`config.mk`:
```
export PLATFORM = sky130hd
export DESIGN_NAME = mem_req_mux_flat
export DESIGN_NICKNAME = d
export VERILOG_FILES = /design/src/rtl/mem_req_mux_if.sv /design/src/rtl/mem_req_mux.sv /design/src/flat_wrapper.sv
export SDC_FILE = /design/constraint.sdc
export NUM_CORES = 1
export LEC_CHECK = 0
export ABC_AREA = 1
export CAP_MARGIN = 20
export CORE_UTILIZATION = 40
export DETAILED_ROUTE_END_ITERATION = 16
export PLACE_DENSITY = 0.84
export SLEW_MARGIN = 30
export SYNTH_ARGS = -nofsm -noshare
export SYNTH_HDL_FRONTEND = slang
export SYNTH_SLANG_ARGS = --single-unit
```
`constraint.sdc`:
```
create_clock -name clk -period 5.5 [get_ports clk]
set_input_delay 1.65 -clock clk [delete_from_list [all_inputs] [get_ports clk]]
set_output_delay 1.65 -clock clk [all_outputs]
set_load 0.05 [all_outputs]
```
`src/rtl/mem_req_mux_if.sv`:
```
// Bus bundle for mem_req_mux: per-channel request side, acknowledge/read-data return
// and the single registered memory port.
interface mem_req_mux_if #(
    parameter int N  = 2,
    parameter int AW = 32,
    parameter int DW = 32
);
    localparam int GW = $clog2(N);

    logic [N-1:0]    req_valid;
    logic [N-1:0]    req_we;
    logic [N*AW-1:0] req_addr;
    logic [N*DW-1:0] req_wdata;
    logic [N-1:0]    ack;
    logic [DW-1:0]   rdata;
    logic [GW-1:0]   grant_id;
    logic            busy;
    logic            mem_cs;
    logic            mem_we;
    logic [AW-1:0]   mem_addr;
    logic [DW-1:0]   mem_wdata;
    logic            mem_ack;
    logic [DW-1:0]   mem_rdata;

    // The mux itself sits on the slave side of this bundle.
    modport slave (
        input  req_valid, req_we, req_addr, req_wdata, mem_ack, mem_rdata,
        output ack, rdata, grant_id, busy, mem_cs, mem_we, mem_addr, mem_wdata
    );

    modport master (
        output req_valid, req_we, req_addr, req_wdata, mem_ack, mem_rdata,
        input  ack, rdata, grant_id, busy, mem_cs, mem_we, mem_addr, mem_wdata
    );
endinterface

```
`src/rtl/mem_req_mux.sv`:
```
// N-channel round-robin memory request multiplexer: registers the winning request,
// holds it until the memory acknowledges, then returns a one-cycle ack with read data.
module mem_req_mux #(
    parameter int N  = 2,
    parameter int AW = 32,
    parameter int DW = 32
) (
    input logic          clk,
    input logic          rst,
    mem_req_mux_if.slave bus
);
    localparam int GW = $clog2(N);
    localparam logic [N-1:0] ACK_ONE = {{(N-1){1'b0}}, 1'b1};

    typedef enum logic [1:0] {
        IDLE = 2'd0,
        BUSY = 2'd1,
        DONE = 2'd2
    } state_t;

    state_t         state;
    state_t         state_nxt;

    logic [GW-1:0]  last;
    logic [GW-1:0]  grant_q;
    logic [GW-1:0]  sel_idx;
    logic           sel_found;
    logic [GW:0]    cand;

    logic [N-1:0]   ack_q;
    logic [DW-1:0]  rdata_q;
    logic           busy_q;
    logic           mem_cs_q;
    logic           mem_we_q;
    logic [AW-1:0]  mem_addr_q;
    logic [DW-1:0]  mem_wdata_q;

    // Search last+1, last+2, ... with an explicit wrap so non-power-of-2 N works.
    always_comb begin
        sel_found = 1'b0;
        sel_idx   = '0;
        cand      = '0;
        for (int k = 1; k <= N; k++) begin
            cand = {1'b0, last} + (GW+1)'(k);
            if (cand >= (GW+1)'(N)) begin
                cand = cand - (GW+1)'(N);
            end
            if (!sel_found && bus.req_valid[cand[GW-1:0]]) begin
                sel_found = 1'b1;
                sel_idx   = cand[GW-1:0];
            end
        end
    end

    always_ff @(posedge clk or posedge rst) begin
        if (rst) begin
            state <= IDLE;
        end else begin
            state <= state_nxt;
        end
    end

    always_comb begin
        state_nxt = state;
        case (state)
            IDLE:    if (sel_found) state_nxt = BUSY;
            BUSY:    if (bus.mem_ack) state_nxt = DONE;
            DONE:    state_nxt = IDLE;
            default: state_nxt = IDLE;
        endcase
    end

    // Reset abandons any in-flight transaction: cs drops and no ack is ever issued for it.
    always_ff @(posedge clk or posedge rst) begin
        if (rst) begin
            last        <= GW'(N - 1);
            grant_q     <= '0;
            ack_q       <= '0;
            rdata_q     <= '0;
            busy_q      <= 1'b0;
            mem_cs_q    <= 1'b0;
            mem_we_q    <= 1'b0;
            mem_addr_q  <= '0;
            mem_wdata_q <= '0;
        end else begin
            case (state)
                IDLE: begin
                    if (sel_found) begin
                        mem_cs_q    <= 1'b1;
                        mem_we_q    <= bus.req_we[sel_idx];
                        mem_addr_q  <= bus.req_addr[int'(sel_idx)*AW +: AW];
                        mem_wdata_q <= bus.req_wdata[int'(sel_idx)*DW +: DW];
                        grant_q     <= sel_idx;
                        last        <= sel_idx;
                        busy_q      <= 1'b1;
                    end
                end
                BUSY: begin
                    if (bus.mem_ack) begin
                        mem_cs_q <= 1'b0;
                        if (!mem_we_q) begin
                            rdata_q <= bus.mem_rdata;
                        end
                        ack_q <= ACK_ONE << grant_q;
                    end
                end
                DONE: begin
                    ack_q  <= '0;
                    busy_q <= 1'b0;
                end
                default: begin
                    ack_q <= '0;
                end
            endcase
        end
    end

    assign bus.ack       = ack_q;
    assign bus.rdata     = rdata_q;
    assign bus.grant_id  = grant_q;
    assign bus.busy      = busy_q;
    assign bus.mem_cs    = mem_cs_q;
    assign bus.mem_we    = mem_we_q;
    assign bus.mem_addr  = mem_addr_q;
    assign bus.mem_wdata = mem_wdata_q;

    // Structural invariants of the registered outputs.
    a_ack_onehot: assert property (@(posedge clk) disable iff (rst) $onehot0(ack_q));
    a_ack_no_cs:  assert property (@(posedge clk) disable iff (rst) (ack_q != '0) |-> !mem_cs_q);
    a_cs_busy:    assert property (@(posedge clk) disable iff (rst) mem_cs_q |-> busy_q);

endmodule

```
`src/flat_wrapper.sv`:
```
// flat-port wrapper written by rule: the top's interface ports become plain ports
module mem_req_mux_flat 
#(
    parameter int N  = 2,
    parameter int AW = 32,
    parameter int DW = 32
)
  (clk, rst, bus_req_valid, bus_req_we, bus_req_addr, bus_req_wdata, bus_mem_ack, bus_mem_rdata, bus_ack, bus_rdata, bus_grant_id, bus_busy, bus_mem_cs, bus_mem_we, bus_mem_addr, bus_mem_wdata);
  mem_req_mux_if #(.N(N), .AW(AW), .DW(DW)) bus_i ();
  input logic clk;
  input logic rst;
  input wire logic [$bits(bus_i.req_valid)-1:0] bus_req_valid;
  input wire logic [$bits(bus_i.req_we)-1:0] bus_req_we;
  input wire logic [$bits(bus_i.req_addr)-1:0] bus_req_addr;
  input wire logic [$bits(bus_i.req_wdata)-1:0] bus_req_wdata;
  input wire logic [$bits(bus_i.mem_ack)-1:0] bus_mem_ack;
  input wire logic [$bits(bus_i.mem_rdata)-1:0] bus_mem_rdata;
  output wire logic [$bits(bus_i.ack)-1:0] bus_ack;
  output wire logic [$bits(bus_i.rdata)-1:0] bus_rdata;
  output wire logic [$bits(bus_i.grant_id)-1:0] bus_grant_id;
  output wire logic [$bits(bus_i.busy)-1:0] bus_busy;
  output wire logic [$bits(bus_i.mem_cs)-1:0] bus_mem_cs;
  output wire logic [$bits(bus_i.mem_we)-1:0] bus_mem_we;
  output wire logic [$bits(bus_i.mem_addr)-1:0] bus_mem_addr;
  output wire logic [$bits(bus_i.mem_wdata)-1:0] bus_mem_wdata;
  assign bus_i.req_valid = bus_req_valid;
  assign bus_i.req_we = bus_req_we;
  assign bus_i.req_addr = bus_req_addr;
  assign bus_i.req_wdata = bus_req_wdata;
  assign bus_i.mem_ack = bus_mem_ack;
  assign bus_i.mem_rdata = bus_mem_rdata;
  assign bus_ack = bus_i.ack;
  assign bus_rdata = bus_i.rdata;
  assign bus_grant_id = bus_i.grant_id;
  assign bus_busy = bus_i.busy;
  assign bus_mem_cs = bus_i.mem_cs;
  assign bus_mem_we = bus_i.mem_we;
  assign bus_mem_addr = bus_i.mem_addr;
  assign bus_mem_wdata = bus_i.mem_wdata;
  mem_req_mux #(.N(N), .AW(AW), .DW(DW)) u_core (.clk(clk), .rst(rst), .bus(bus_i));
endmodule
```
Yosys cells after proc, flatten, opt, wreduce, memory -nomap -nowiden
Index checks and enable logic that the tools add are counted.
{"block": "totals", "register_bits": 105, "word_cells": 60, "inputBits": 167, "output_inout_bits": 102}
{"block": "classes", "reduce_logical": 11, "n_lt_le_gt_ge": 5, "shift": 3, "addsub": 4, "eq_ne": 4, "n_bitwise": 2, "muxes": 21}
{"operator": "$shiftx A64 B7 Y32", "count": 2}
{"operator": "$mux W1", "count": 14}
{"operator": "$pmux W2 S2", "count": 2}
{"operator": "$reduce_and A2 Y1", "count": 4}
{"operator": "$lt A1 B2 Y1 const B", "count": 3}
{"operator": "$mux W2", "count": 3}
{"operator": "$reduce_and A3 Y1", "count": 2}
{"operator": "$ge A2 B2 Y1 const B", "count": 2}
{"operator": "$pmux W1 S2", "count": 2}
{"operator": "$reduce_bool A2 Y1", "count": 2}
{"operator": "$add A1 B1 Y2 const B", "count": 1}
{"operator": "$add A1 B2 Y2 const B", "count": 1}
{"operator": "$eq A2 B1 Y1 const B", "count": 1}
{"operator": "$eq A2 B2 Y1 const B", "count": 1}
{"operator": "$logic_not A2 Y1", "count": 1}
{"operator": "$ne A2 B1 Y1 const B", "count": 1}
{"operator": "$ne A2 B2 Y1 const B", "count": 1}
{"operator": "$not A1 Y1", "count": 2}
{"operator": "$shl A1 B1 Y2 const A", "count": 1}
{"operator": "$sub A1 B1 Y1 const B", "count": 2}
{"operator": "$logic_and A1 B1 Y1", "count": 1}
{"operator": "$logic_not A1 Y1", "count": 1}

Depth between registers and ports, before layout
{"block": "depth", "word_depth": 11, "ltp_mapped": 8, "depth_no_buf": 6}

Worst setup path before layout
OpenSTA, ideal clock, no wires.
{"block": "synth_timing", "path_type": "input -> register", "startpoint": "in bus_req_valid[0]", "endpoint": "reg u_core.mem_we_q (netlist: u_core.bus.mem_we)", "setup_time_ns": 0.118, "arrival_ns": 2.407, "path_buffers": 2, "cell_stages": 6, "required_ns": 5.382, "setup_slack_ns": 2.975, "cell_sequence": "nand2_1 buf_2 clkbuf_1 nand3_1 nand3_1 nand2_1"}
{"block": "synth_via", "elab_chain_cells": 8, "word_cells_on_any_way": 13, "cone_classes": "mux (10); reduce/logical (3)"}
{"item": "start, declared", "line_no": "flat_wrapper.sv:12", "source": "input wire logic [$bits(bus_i.req_valid)-1:0] bus_req_valid;"}
{"item": "$mux W1 (not written as such) (2 in series)", "line_no": "mem_req_mux.sv:48", "source": "if (!sel_found && bus.req_valid[cand[GW-1:0]]) begin"}
{"item": "$mux W1", "line_no": "mem_req_mux.sv:48"}
{"item": "$logic_not A1 Y1", "line_no": "mem_req_mux.sv:48"}
{"item": "$logic_and A1 B1 Y1", "line_no": "mem_req_mux.sv:48"}
{"item": "$mux W1", "line_no": "mem_req_mux.sv:48"}
{"item": "$mux W1 (not written as such) (2 in series)", "line_no": "mem_req_mux.sv:90", "source": "mem_we_q <= bus.req_we[sel_idx];"}
{"item": "end signal, assigned", "line_no": "mem_req_mux.sv:90"}
{"item": "end, declared", "line_no": "mem_req_mux.sv:34", "source": "logic mem_we_q;"}
Several ways; a longest one is shown, not always the timed one. The select of a mux whose other input is x is not followed.
A chain may end at the register's enable or synchronous reset.

Worst setup path after layout
{"block": "layout_timing", "startpoint": "in bus_req_valid[0]", "endpoint": "reg u_core.mem_addr_q[17] (netlist: u_core.bus.mem_addr[17])"}
{"block": "layout_via", "elab_chain_cells": 7, "word_cells_on_any_way": 12, "cone_classes": "shift (1); mux (8); reduce/logical (3)"}
{"item": "$mux W1 (not written as such) (2 in series)", "line_no": "mem_req_mux.sv:48"}
{"item": "$mux W1", "line_no": "mem_req_mux.sv:48"}
{"item": "$logic_not A1 Y1", "line_no": "mem_req_mux.sv:48"}
{"item": "$logic_and A1 B1 Y1", "line_no": "mem_req_mux.sv:48"}
{"item": "$mux W1", "line_no": "mem_req_mux.sv:48"}
{"item": "$shiftx A64 B7 Y32 / $reduce_and A2 Y1 (equally long branches)"}
{"item": "end signal, assigned", "line_no": "mem_req_mux.sv:91", "source": "mem_addr_q <= bus.req_addr[int'(sel_idx)*AW +: AW];"}
{"item": "end, declared", "line_no": "mem_req_mux.sv:35", "source": "logic [AW-1:0] mem_addr_q;"}
Several ways; a longest one is shown, not always the timed one. The select of a mux whose other input is x is not followed.

==> run metrics <==
Final Hold Fails 0; CTS hold repair buffers 0; postcts setup bufs 0; GRT Residual Overflow 0; Max Fclk roughly 0.3 GHz; Die Y 116 um; Initial DRC Count around 380; final setup TNS 0 ps; root buffer cell clkbuf_16; register area about 0.0026 sq mm; critical path cell sequence clkdlybuf4s50_1 -> nor2_1 -> nor2_4 -> clkinv_2 -> buf_4 -> nand2_1 -> nand2_1; FP Rows a little over 40; Synthesis Warnings 0; Die Wd 116 um; CTS Sinks approximately 110; pin count of the biggest net entering global routing a little over 80; Seq cells post-synth around 110; Synth area leader dfrtp_1; status finished clean; Synth area leaders dfrtp_1 50%, nand2_1 20%, nand3_1 15%; RSZ-0062 raised after global routing no; Main synth FF type dfrtp_1; Post-synth top cells 273 x nand2_1, 162 x nand3_1, 136 x inv_1, 104 x dfrtp_1, 23 x buf_2; diode count 0; effective utilization at floorplan about two fifths; fraction of layout cells with a size suffix above 1 between 3 and 4%; Tot GR Track Use between 20 and 25%; Slew @ Worst Pin between 800 and 900 ps; GPL Wtd Cong 0.775; Multi-input gate area between 0.0015 and 0.002 sq mm; number of global-route vias before repair ~5200; cts bufs inserted 9; detailed placement HPWL 11300 um; Clock Latency Late Sink 340 ps; Crit Path Category in2reg; crit end category flip-flop; Final Max Slew Viols 0; CP most frequent cell nand2_1; Layout area overhead 58.7%; Power per Cell Area 615 mW/mm^2; first-pass GRT wire length 25200 um; CTS tree built; Post-layout nets around 1100; # fillers roughly 1100; Post-Syn Area roughly 0.0052 sq mm; Final Skew 7.53 ps; Placed Cells incl. Taps approximately 1100; sequential share of the synthesized area between 50% and 60%; top cell type's share of synthesized area between 40% and 50%; Gate Count Post-Synth between 700 and 800; Syn Nets roughly 900; Max-cap violations 0; Core ar. 0.0127 sq mm; routed vias/inst 4.73; most frequent cell after synthesis nand2_1; Worst Path Arrival about 3600 ps; vias ~5400; Post-Layout Cell Count 1150; CP peak stage delay 640 ps; Post-synth EDFFs 0; minimum clock period 3360 ps; drt drc 0; leakage about 4.4 nW; wire per inst ~14 um; worst-case clock buffer depth 2; Final setup viols 0; CP max stage cell clkinv_2; Critical Path RT between 5000 and 6000 ps; final WL roughly 16000 um; WHS about 470 ps; Slew HR 45.4%; Netlist cell types 15; Ports 269; asr flop ratio synth 100%; Startpoint Class input pin; H-tree levels 3; Min-Delay Path Class reg2reg; Max Fanout on Critical Path 60; CTS resizes 0; antenna violations before repair 0; period utilization 61.1%; Post-DRT Antenna Nets 0; VDD IR max 0.306 mV; Avg Inst Size Synth roughly 7 sq um; CTS clock-pin slew for the worst setup and hold paths roughly 70 ps; 1st-pass router iterations 5; full die area around 0.014 sq mm; PortBufs 268
==> layout make-up <==
type	instances	area share, %
clock buffers	12	2.96
clock inverters	3	0.782
inverters	137	6.26
multi-input cells	445	22.9
flip-flops and latches	105	31.6
well taps	172	2.59
repair buffers	276	32.9
==> placed cells by master (no fill, tap or decap), drive strengths merged <==
master	n
nand3	162
dfstp	1
a21oi	1
buf	9
clkbuf	12
nand4	1
o21ai	4
bufinv	2
inv	136
clkinv	2
dfrtp	104
clkdlybuf4s50	267
nor2	4
nand2	273
==> worst paths after layout <==
path	from	end	slack (ps)	cells after the start
max	bus_req_valid[0]	u_core.bus.mem_addr[17]	2140	7
min in group asynchronous	rst	u_core.bus.rdata[2]	1830	2
min	u_core.bus.rdata[19]	u_core.bus.rdata[19]	470	2
max in group asynchronous	rst	u_core.bus.mem_addr[13]	2850	3
min reg2reg	u_core.bus.rdata[19]	u_core.bus.rdata[19]	470	2
max reg2reg	u_core.state[0]	u_core.bus.mem_addr[17]	3380	7
==> flip-flops by register name, summed over array words and instances, names as in the netlist <==
name	flops
u_core.bus.grant_id	1
u_core.bus.mem_addr	32
u_core.bus.mem_we	1
u_core.bus.ack	2
u_core.state	2
u_core.bus.busy	1
u_core.bus.mem_wdata	32
u_core.bus.mem_cs	1
u_core.last	1
u_core.bus.rdata	32
==> metrics by stage <==
step	cell area [sq um]	power, mW	setup WS [ps]	utilization [%]
final	8320	5.11	2140	65.6
after detailed placement	8000	4.45	1890	63.2
after floorplan	5240	3.36	1090	-
after global placement	8000	4.40	1920	63.1
after global routing	8320	5.40	1950	65.6
after CTS	8310	5.15	2170	65.6
==> cell families after synthesis <==
kind of cell           Yosys count  share of synthesized area, %
buffers and inverters          181                          13.8
DFF                            105                          50.2
AOI/OAI and AO/OA                5                         0.478
and+or+nand+nor                440                          35.5
==> where the power goes <==
part           internal, mW  leakage [nW]  switching [mW]
registers              1.15          1.28           0.225
logic                 0.966          2.95            2.09
clock network         0.409         0.153           0.270
total                  2.53          4.38            2.59
==> layer usage <==
layer | wire length, um | GRT usage (%) | vias to the layer above
met5 | 0 | 0 | -
met4 | 355 | 8.55 | 0
met3 | 1720 | 8.25 | 29
met2 | 7670 | 40.7 | 236
met1 | 6440 | 28.4 | 2496
li1 | - | - | 2680
==> worst max-delay path: cells and delay by family <==
family | cells | cell delay [ps]
simple gates | 4 | 330
buf+inv | 3 | 1590
Note: power is estimated with default switching activity, not from simulation.
